===== config.mk =====
export PLATFORM = sky130hd
export DESIGN_NAME = hdmi_tmds_encoder
export DESIGN_NICKNAME = d
export VERILOG_FILES = /design/src/rtl/hdmi_tmds_pkg.sv /design/src/rtl/hdmi_tmds_qm_enc.sv /design/src/rtl/hdmi_tmds_encoder.sv
export SDC_FILE = /design/constraint.sdc
export NUM_CORES = 1
export LEC_CHECK = 0
export CELL_PAD_IN_SITES_DETAIL_PLACEMENT = 0
export CELL_PAD_IN_SITES_GLOBAL_PLACEMENT = 1
export CORE_ASPECT_RATIO = 0.9
export CORE_MARGIN = 2
export CORE_UTILIZATION = 33
export CTS_BUF_LIST = sky130_fd_sc_hd__clkbuf_8 sky130_fd_sc_hd__clkbuf_16
export DETAILED_ROUTE_END_ITERATION = 7
export HOLD_SLACK_MARGIN = 0.05
export PLACE_DENSITY_LB_ADDON = 0.3
export SLEW_MARGIN = 20
export SYNTH_ARGS = -nofsm -noshare
export SYNTH_HDL_FRONTEND = slang
export SYNTH_SLANG_ARGS = --single-unit

===== constraint.sdc =====
create_clock -name clk_i -period 5.53 [get_ports clk_i]
set_input_delay 0.8295 -clock clk_i [delete_from_list [all_inputs] [get_ports clk_i]]
set_output_delay 0.8295 -clock clk_i [all_outputs]
set_load 0.01 [all_outputs]

===== src/rtl/hdmi_tmds_pkg.sv =====
// hdmi_tmds_pkg: shared constants, types and helpers for the per-channel
// HDMI TMDS encoder (hdmi_tmds_encoder and its stage-1 sub-module).
// Holds the control / video guard-band code words, the symbol and
// running-disparity types, and the stage-1 -> stage-2 pipeline payload.
package hdmi_tmds_pkg;

  localparam int unsigned SYM_W  = 10;
  localparam int unsigned DISP_W = 5;
  localparam int unsigned QM_W   = 9;
  localparam int unsigned N1_W   = 4;

  typedef logic [SYM_W-1:0]         tmds_sym_t;
  typedef logic signed [DISP_W-1:0] tmds_disp_t;

  // Control-period symbols, indexed by {c1, c0}
  localparam tmds_sym_t CTRL_CODE_00 = 10'b1101010100;
  localparam tmds_sym_t CTRL_CODE_01 = 10'b0010101011;
  localparam tmds_sym_t CTRL_CODE_10 = 10'b0101010100;
  localparam tmds_sym_t CTRL_CODE_11 = 10'b1010101011;

  // Video guard-band symbols
  localparam tmds_sym_t GB_CODE_CH02 = 10'b1011001100;
  localparam tmds_sym_t GB_CODE_CH1  = 10'b0100110011;

  // Stage-1 register contents handed to the DC-balance stage
  typedef struct packed {
    logic            de;
    logic            gb;
    logic            c1;
    logic            c0;
    logic [QM_W-1:0] qm;
    logic [N1_W-1:0] n1q;
  } qm_stage_t;

  // Number of set bits in a byte (0..8)
  function automatic logic [N1_W-1:0] popcount8(input logic [7:0] v);
    logic [N1_W-1:0] n;
    n = '0;
    for (int i = 0; i < 8; i++) begin
      n = n + N1_W'(v[i]);
    end
    return n;
  endfunction

endpackage


===== src/rtl/hdmi_tmds_qm_enc.sv =====
// hdmi_tmds_qm_enc: TMDS stage 1. Builds the transition-minimised 9-bit
// word q_m from the pixel byte, counts the ones in q_m[7:0], and registers
// both together with the delayed qualifiers (de, gb, c0, c1).
// Ports:
//   clk_i, rst_i   pixel clock, synchronous active-high reset
//   data_enable_i  active video qualifier
//   gb_i           video guard-band qualifier
//   c0_i, c1_i     control bits
//   data_i         8-bit pixel component
//   stage_o        registered stage-1 payload (qm_stage_t)
module hdmi_tmds_qm_enc
  import hdmi_tmds_pkg::*;
(
  input  logic       clk_i,
  input  logic       rst_i,
  input  logic       data_enable_i,
  input  logic       gb_i,
  input  logic       c0_i,
  input  logic       c1_i,
  input  logic [7:0] data_i,
  output qm_stage_t  stage_o
);

  logic [N1_W-1:0] n1d;
  logic            use_xnor;
  logic [QM_W-1:0] qm;

  // Transition-minimising chain: XNOR when the byte is ones-heavy
  always_comb begin
    n1d      = popcount8(data_i);
    use_xnor = (n1d > N1_W'(4)) || ((n1d == N1_W'(4)) && !data_i[0]);
    qm       = '0;
    qm[0]    = data_i[0];
    for (int i = 1; i < 8; i++) begin
      qm[i] = use_xnor ? ~(qm[i-1] ^ data_i[i]) : (qm[i-1] ^ data_i[i]);
    end
    qm[8] = ~use_xnor;
  end

  // Stage-1 register; reset leaves a control-00 symbol in the pipe
  always_ff @(posedge clk_i) begin
    if (rst_i) begin
      stage_o <= '0;
    end else begin
      stage_o.de  <= data_enable_i;
      stage_o.gb  <= gb_i;
      stage_o.c1  <= c1_i;
      stage_o.c0  <= c0_i;
      stage_o.qm  <= qm;
      stage_o.n1q <= popcount8(qm[7:0]);
    end
  end

endmodule


===== src/rtl/hdmi_tmds_encoder.sv =====
// hdmi_tmds_encoder: per-channel TMDS encoder, 2-cycle latency.
// Stage 1 (hdmi_tmds_qm_enc) does transition minimisation; stage 2 applies
// DC balancing with a running disparity counter, or substitutes the
// guard-band / control symbol when data enable is low.
// Parameters:
//   CHANNEL        TMDS channel 0..2, selects the video guard-band code
// Ports:
//   clk_i, rst_i   pixel clock, synchronous active-high reset
//   data_enable_i  active video; encode data_i
//   gb_i           video guard-band period
//   c0_i, c1_i     control bits
//   data_i         8-bit pixel component
//   tmds_o         10-bit TMDS symbol, bit 0 transmitted first
// Optional (macro HDMI_TMDS_DISP_MON_EN):
//   disp_o         running disparity after the symbol on tmds_o
//   disp_err_o     sticky flag, disparity magnitude exceeded 10
module hdmi_tmds_encoder
  import hdmi_tmds_pkg::*;
#(
  parameter int unsigned CHANNEL = 0
) (
  input  logic       clk_i,
  input  logic       rst_i,
  input  logic       data_enable_i,
  input  logic       gb_i,
  input  logic       c0_i,
  input  logic       c1_i,
  input  logic [7:0] data_i,
  output logic [9:0] tmds_o
`ifdef HDMI_TMDS_DISP_MON_EN
  ,
  output logic [4:0] disp_o,
  output logic [0:0] disp_err_o
`endif
);

  localparam tmds_sym_t GB_CODE = (CHANNEL == 1) ? GB_CODE_CH1 : GB_CODE_CH02;

  qm_stage_t  s1;
  tmds_sym_t  sym_nxt;
  tmds_sym_t  tmds_q;
  tmds_disp_t cnt_q;
  tmds_disp_t cnt_nxt;
  tmds_disp_t n1s;
  tmds_disp_t n0s;

  hdmi_tmds_qm_enc u_qm_enc (
    .clk_i         (clk_i),
    .rst_i         (rst_i),
    .data_enable_i (data_enable_i),
    .gb_i          (gb_i),
    .c0_i          (c0_i),
    .c1_i          (c1_i),
    .data_i        (data_i),
    .stage_o       (s1)
  );

  // Stage 2: DC balance for video, fixed symbols otherwise (cnt cleared)
  always_comb begin
    n1s     = tmds_disp_t'({1'b0, s1.n1q});
    n0s     = tmds_disp_t'(8) - n1s;
    sym_nxt = CTRL_CODE_00;
    cnt_nxt = '0;
    if (s1.de) begin
      if ((cnt_q == '0) || (s1.n1q == N1_W'(4))) begin
        sym_nxt = {~s1.qm[8], s1.qm[8], s1.qm[8] ? s1.qm[7:0] : ~s1.qm[7:0]};
        cnt_nxt = s1.qm[8] ? (cnt_q + n1s - n0s) : (cnt_q + n0s - n1s);
      end else if ((!cnt_q[4] && (s1.n1q > N1_W'(4))) ||
                   ( cnt_q[4] && (s1.n1q < N1_W'(4)))) begin
        // cnt is known non-zero here, so !cnt[4] means cnt > 0
        sym_nxt = {1'b1, s1.qm[8], ~s1.qm[7:0]};
        cnt_nxt = cnt_q + (s1.qm[8] ? tmds_disp_t'(2) : tmds_disp_t'(0)) + n0s - n1s;
      end else begin
        sym_nxt = {1'b0, s1.qm[8], s1.qm[7:0]};
        cnt_nxt = cnt_q - (s1.qm[8] ? tmds_disp_t'(0) : tmds_disp_t'(2)) + n1s - n0s;
      end
    end else if (s1.gb) begin
      sym_nxt = GB_CODE;
    end else begin
      case ({s1.c1, s1.c0})
        2'b00:   sym_nxt = CTRL_CODE_00;
        2'b01:   sym_nxt = CTRL_CODE_01;
        2'b10:   sym_nxt = CTRL_CODE_10;
        default: sym_nxt = CTRL_CODE_11;
      endcase
    end
  end

  // Output symbol and running disparity registers
  always_ff @(posedge clk_i) begin
    if (rst_i) begin
      tmds_q <= CTRL_CODE_00;
      cnt_q  <= '0;
    end else begin
      tmds_q <= sym_nxt;
      cnt_q  <= cnt_nxt;
    end
  end

  assign tmds_o = tmds_q;

`ifdef HDMI_TMDS_DISP_MON_EN
  logic disp_err_q;

  // Sticky out-of-range disparity flag, aligned with cnt_q / tmds_o
  always_ff @(posedge clk_i) begin
    if (rst_i) begin
      disp_err_q <= 1'b0;
    end else if ((cnt_nxt > tmds_disp_t'(10)) || (cnt_nxt < tmds_disp_t'(-10))) begin
      disp_err_q <= 1'b1;
    end
  end

  assign disp_o     = cnt_q;
  assign disp_err_o = disp_err_q;
`endif

endmodule

==> metrics.md <==
| Metric | Value |
|---|---|
| Yosys warns | 0 |
| Total wire length | 4.69 mm |
| Fmax achieved | 179 MHz |
| Width of the chip | 94.7 um |
| Boundary pin count | 24 |
| Number of synthesized flops with an enable pin | 0 |
| Remaining number of nets flagged by the antenna check after routing | 0 |
| Number of max-cap violations | 0 |
| Worst-case headroom to the max-slew limit | 53.6% |
| Element type at the critical path start | input port |
| Clock transition at the registers of the reported paths | 70 ps |
| Number of hold violations in the final report | 0 |
| Violations in the final reports | negative setup slack |
| DRC marker count from the first detailed-route iteration | 120 |
| Cts bufs inserted | 5 |
| Final HPWL from detailed placement | 3.87 mm |
| Met1 routing resource usage after global routing | 19.3% |
| Average cell area after synthesis | 9.77 um2 |
| First-pass GRT wire length | 8.14 mm |
| Most instantiated library cell after synthesis | inv_1 |
| Share of synthesized area occupied by flip-flops and latches | 26.2% |
| Crit path DAT | 5800 ps |
| Worst hold path startpoint | u_qm_enc.stage_o[7]$_SDFF_PP0_ |
| Overflow left after global routing | 0 |
| CTS tree | done |
| Share of post-route cells with drive strength above 1 | 14.1% |
| Total number of H-tree levels | 2 |
| DR WL/cell | 12.4 um |
| Status | complete, but fails checks |
| Worst R2R Start | u_qm_enc.stage_o[1]$_SDFF_PP0_ |
| Bufs on Longest Clock Path | 2 |
| Initial antenna violation count | 0 |
| Grt met2 use | 18.8% |
| Ranking of synthesized cells by instance count | inv_1, dfxtp_1, ha_1, xnor2_1 |
| Post-detailed-placement cell area | 2860 um2 |
| Worst clock skew | 7.87 ps |
| Buffers on Ports | 23 |
| Setup repair after global routing missed its margin | true |
| Hold Crit Depth | 2 |
| Count of distinct cell types in the synthesized netlist | 37 |
| Global-route layer with the greatest usage | met1 |
| Chip height | 85.6 um |
| Synthesized instance count | 250 |
| Worst Reg2Reg Path Length in Cells | 14 |
| Final-report setup violation count | 2 |
| Endpoint, Worst Hold | tmds_o[3]$_SDFF_PP0_ |
| Total Nets Final | 337 |
| Number of antenna cells inserted | 0 |
| Area fraction of the dominant cell type after synthesis | 26.2% |
| Met3 Resource Use GR | 2.64% |
| Post-layout minimum cycle time | 5590 ps |
| DRT Pass-1 Iters | 4 |
| Number of global-route vias before repair | 1720 |
| Area grow syn2layout | 22.4% |
| Async set-reset flop share out of synthesis | 0% |
| FF+latch count, synth | 32 |
| Post-route DRC violation count | 0 |
| Cell row count | 29 |
| Main area contributors after synthesis | dfxtp_1, fa_1, ha_1, xnor2_1, xor2_1 |
| Cell chosen for the clock root | clkbuf_8 |
| Final count of pins violating max slew | 0 |
| Worst setup path class | input port to register |
| PnR worst setup slack | -57.1 ps |
| Clock latency on the worst-skew pair | 280 ps |
| Leading area contributor after synthesis | dfxtp_1 |
| Pin count of the biggest net entering global routing | 23 |
| Type of the worst min-delay path | register to register |
| Top fanout value on the critical path | 2 |
| R2R setup slack | 1790 ps |
| Vias per std cell | 4.50 |
| DIE AREA | 8110 um2 |
| Total routing resource utilization after global routing | 13.0% |
| Endpoint class of the critical path | register |
| Most used flip-flop cell after synthesis | dfxtp_1 |
| Effective utilization at floorplan | 34.4% |
| Worst reg2reg path endpoint | cnt_q[4]$_SDFF_PP0_ |
| Share of the clock period used by the worst path | 101% |
| Required time at the endpoint of the critical path | 5740 ps |
| Core Area | 7110 um2 |
| Mapped Area | 2440 um2 |
| Via count | 1695 |
| GPL Wtd Cong | 0.767 |
| Actual transition at the worst max-transition pin | 694 ps |
| Final design instance area without fill | 2990 um2 |
| Post-Syn Nets | 304 |
| Hold buffer count at CTS | 0 |
| Number of sinks on the clock net | 32 |
cell families (layout without fill, tap and decap cells):
family | after synthesis | count (layout) | share of synthesized area [%]
simple gates | 49 | 49 | 11.0
compound gates | 42 | 42 | 12.2
buf+inv | 41 | 75 | 6.30
fa+ha+maj | 40 | 40 | 25.7
xor+xnor | 39 | 39 | 15.7
flops | 32 | 32 | 26.2
mux | 7 | 7 | 2.92
worst max-delay path: stages:
cell and delay (ps):
buf_6 100, ha_4 250, inv_2 40, fa_1 460, fa_1 510, inv_2 40
fa_2 360, fa_2 540, nor3b_2 50, o22ai_2 210, xnor2_2 100, ha_1 290
inv_2 40, fa_1 460, fa_1 560, inv_1 50, fa_2 340, inv_2 60
fa_2 410, nor2_1 80
metal layers:
layer / vias to the layer above / part of all wire (%) / wire length [um]
li1: 882 / - / -
met1: 774 / 51 / 2410
met2: 35 / 43 / 2000
met3: 4 / 4.6 / 217
met4: 0 / 1.3 / 62
met5: - / 0 / 0
sequential cells by signal, summed over array words and instances, names as in the netlist:
register          flops
u_qm_enc.stage_o     17
tmds_o               10
cnt_q                 5
how the worst max path moves through the flow:
stage	startpoint	endpoint	slack, ps	depth (start not counted)
after floorplan	data_i[1]	u_qm_enc.stage_o[1]$_SDFF_PP0_	-90	19
after global placement	data_i[0]	u_qm_enc.stage_o[1]$_SDFF_PP0_	-590	20
after detailed placement	data_i[0]	u_qm_enc.stage_o[1]$_SDFF_PP0_	-720	20
after CTS	data_i[0]	u_qm_enc.stage_o[1]$_SDFF_PP0_	-170	20
after global routing	data_i[0]	u_qm_enc.stage_o[1]$_SDFF_PP0_	-240	20
final	data_i[0]	u_qm_enc.stage_o[1]$_SDFF_PP0_	-60	20
per-stage QoR:
step | hold slack, ps | setup TNS, ps | worst slack, ps | util (%) | instances
floorplan | 500 | -112 | -88.2 | - | 250
global placement | 524 | -1780 | -589 | 40.3 | 368
detailed placement | 527 | -2330 | -722 | 40.3 | 368
CTS | 536 | -341 | -174 | 42.0 | 377
global route | 599 | -412 | -236 | 42.1 | 377
finish | 537 | -67.2 | -57.1 | 42.1 | 377
what timing repair did:
action,4_1_cts,5_1_grt
setup buffers,1,0
gates resized for setup,14,3
setup endpoints to repair,4,4
pin swaps,15,13
cells in the final DEF, fill, tap and decap left out, types with 2 or more instances in the layout:
master           instances
a211oi_1                 6
a21o_1                   7
a21oi_1                 13
a31oi_1                  2
buf_4                   10
buf_6                    2
clkbuf_8                 5
clkdlybuf4s50_1         19
dfxtp_1                 32
dlygate4sd2_1            2
fa_1                    13
fa_2                     4
ha_1                    22
inv_1                   29
inv_2                    5
mux2i_1                  6
nand2_1                  2
nand2b_1                 3
nand3_1                  2
nor2_1                  16
nor2b_1                 14
nor3_1                   4
nor3b_1                  3
o21ai_0                  3
o21bai_1                 2
xnor2_1                 18
xnor3_1                  3
xor2_1                  17
layout make-up:
type	count	area [um2]
multi-input cells	177	1690
clock inverters	3	42.5
well taps	93	116
repair buffers	33	305
flip-flops and latches	32	641
inverters	34	128
fillers	713	4120
clock buffers	5	68.8
Power is not shown: default switching activity piles up to over one toggle a cycle in this logic, so the estimate is an artifact.
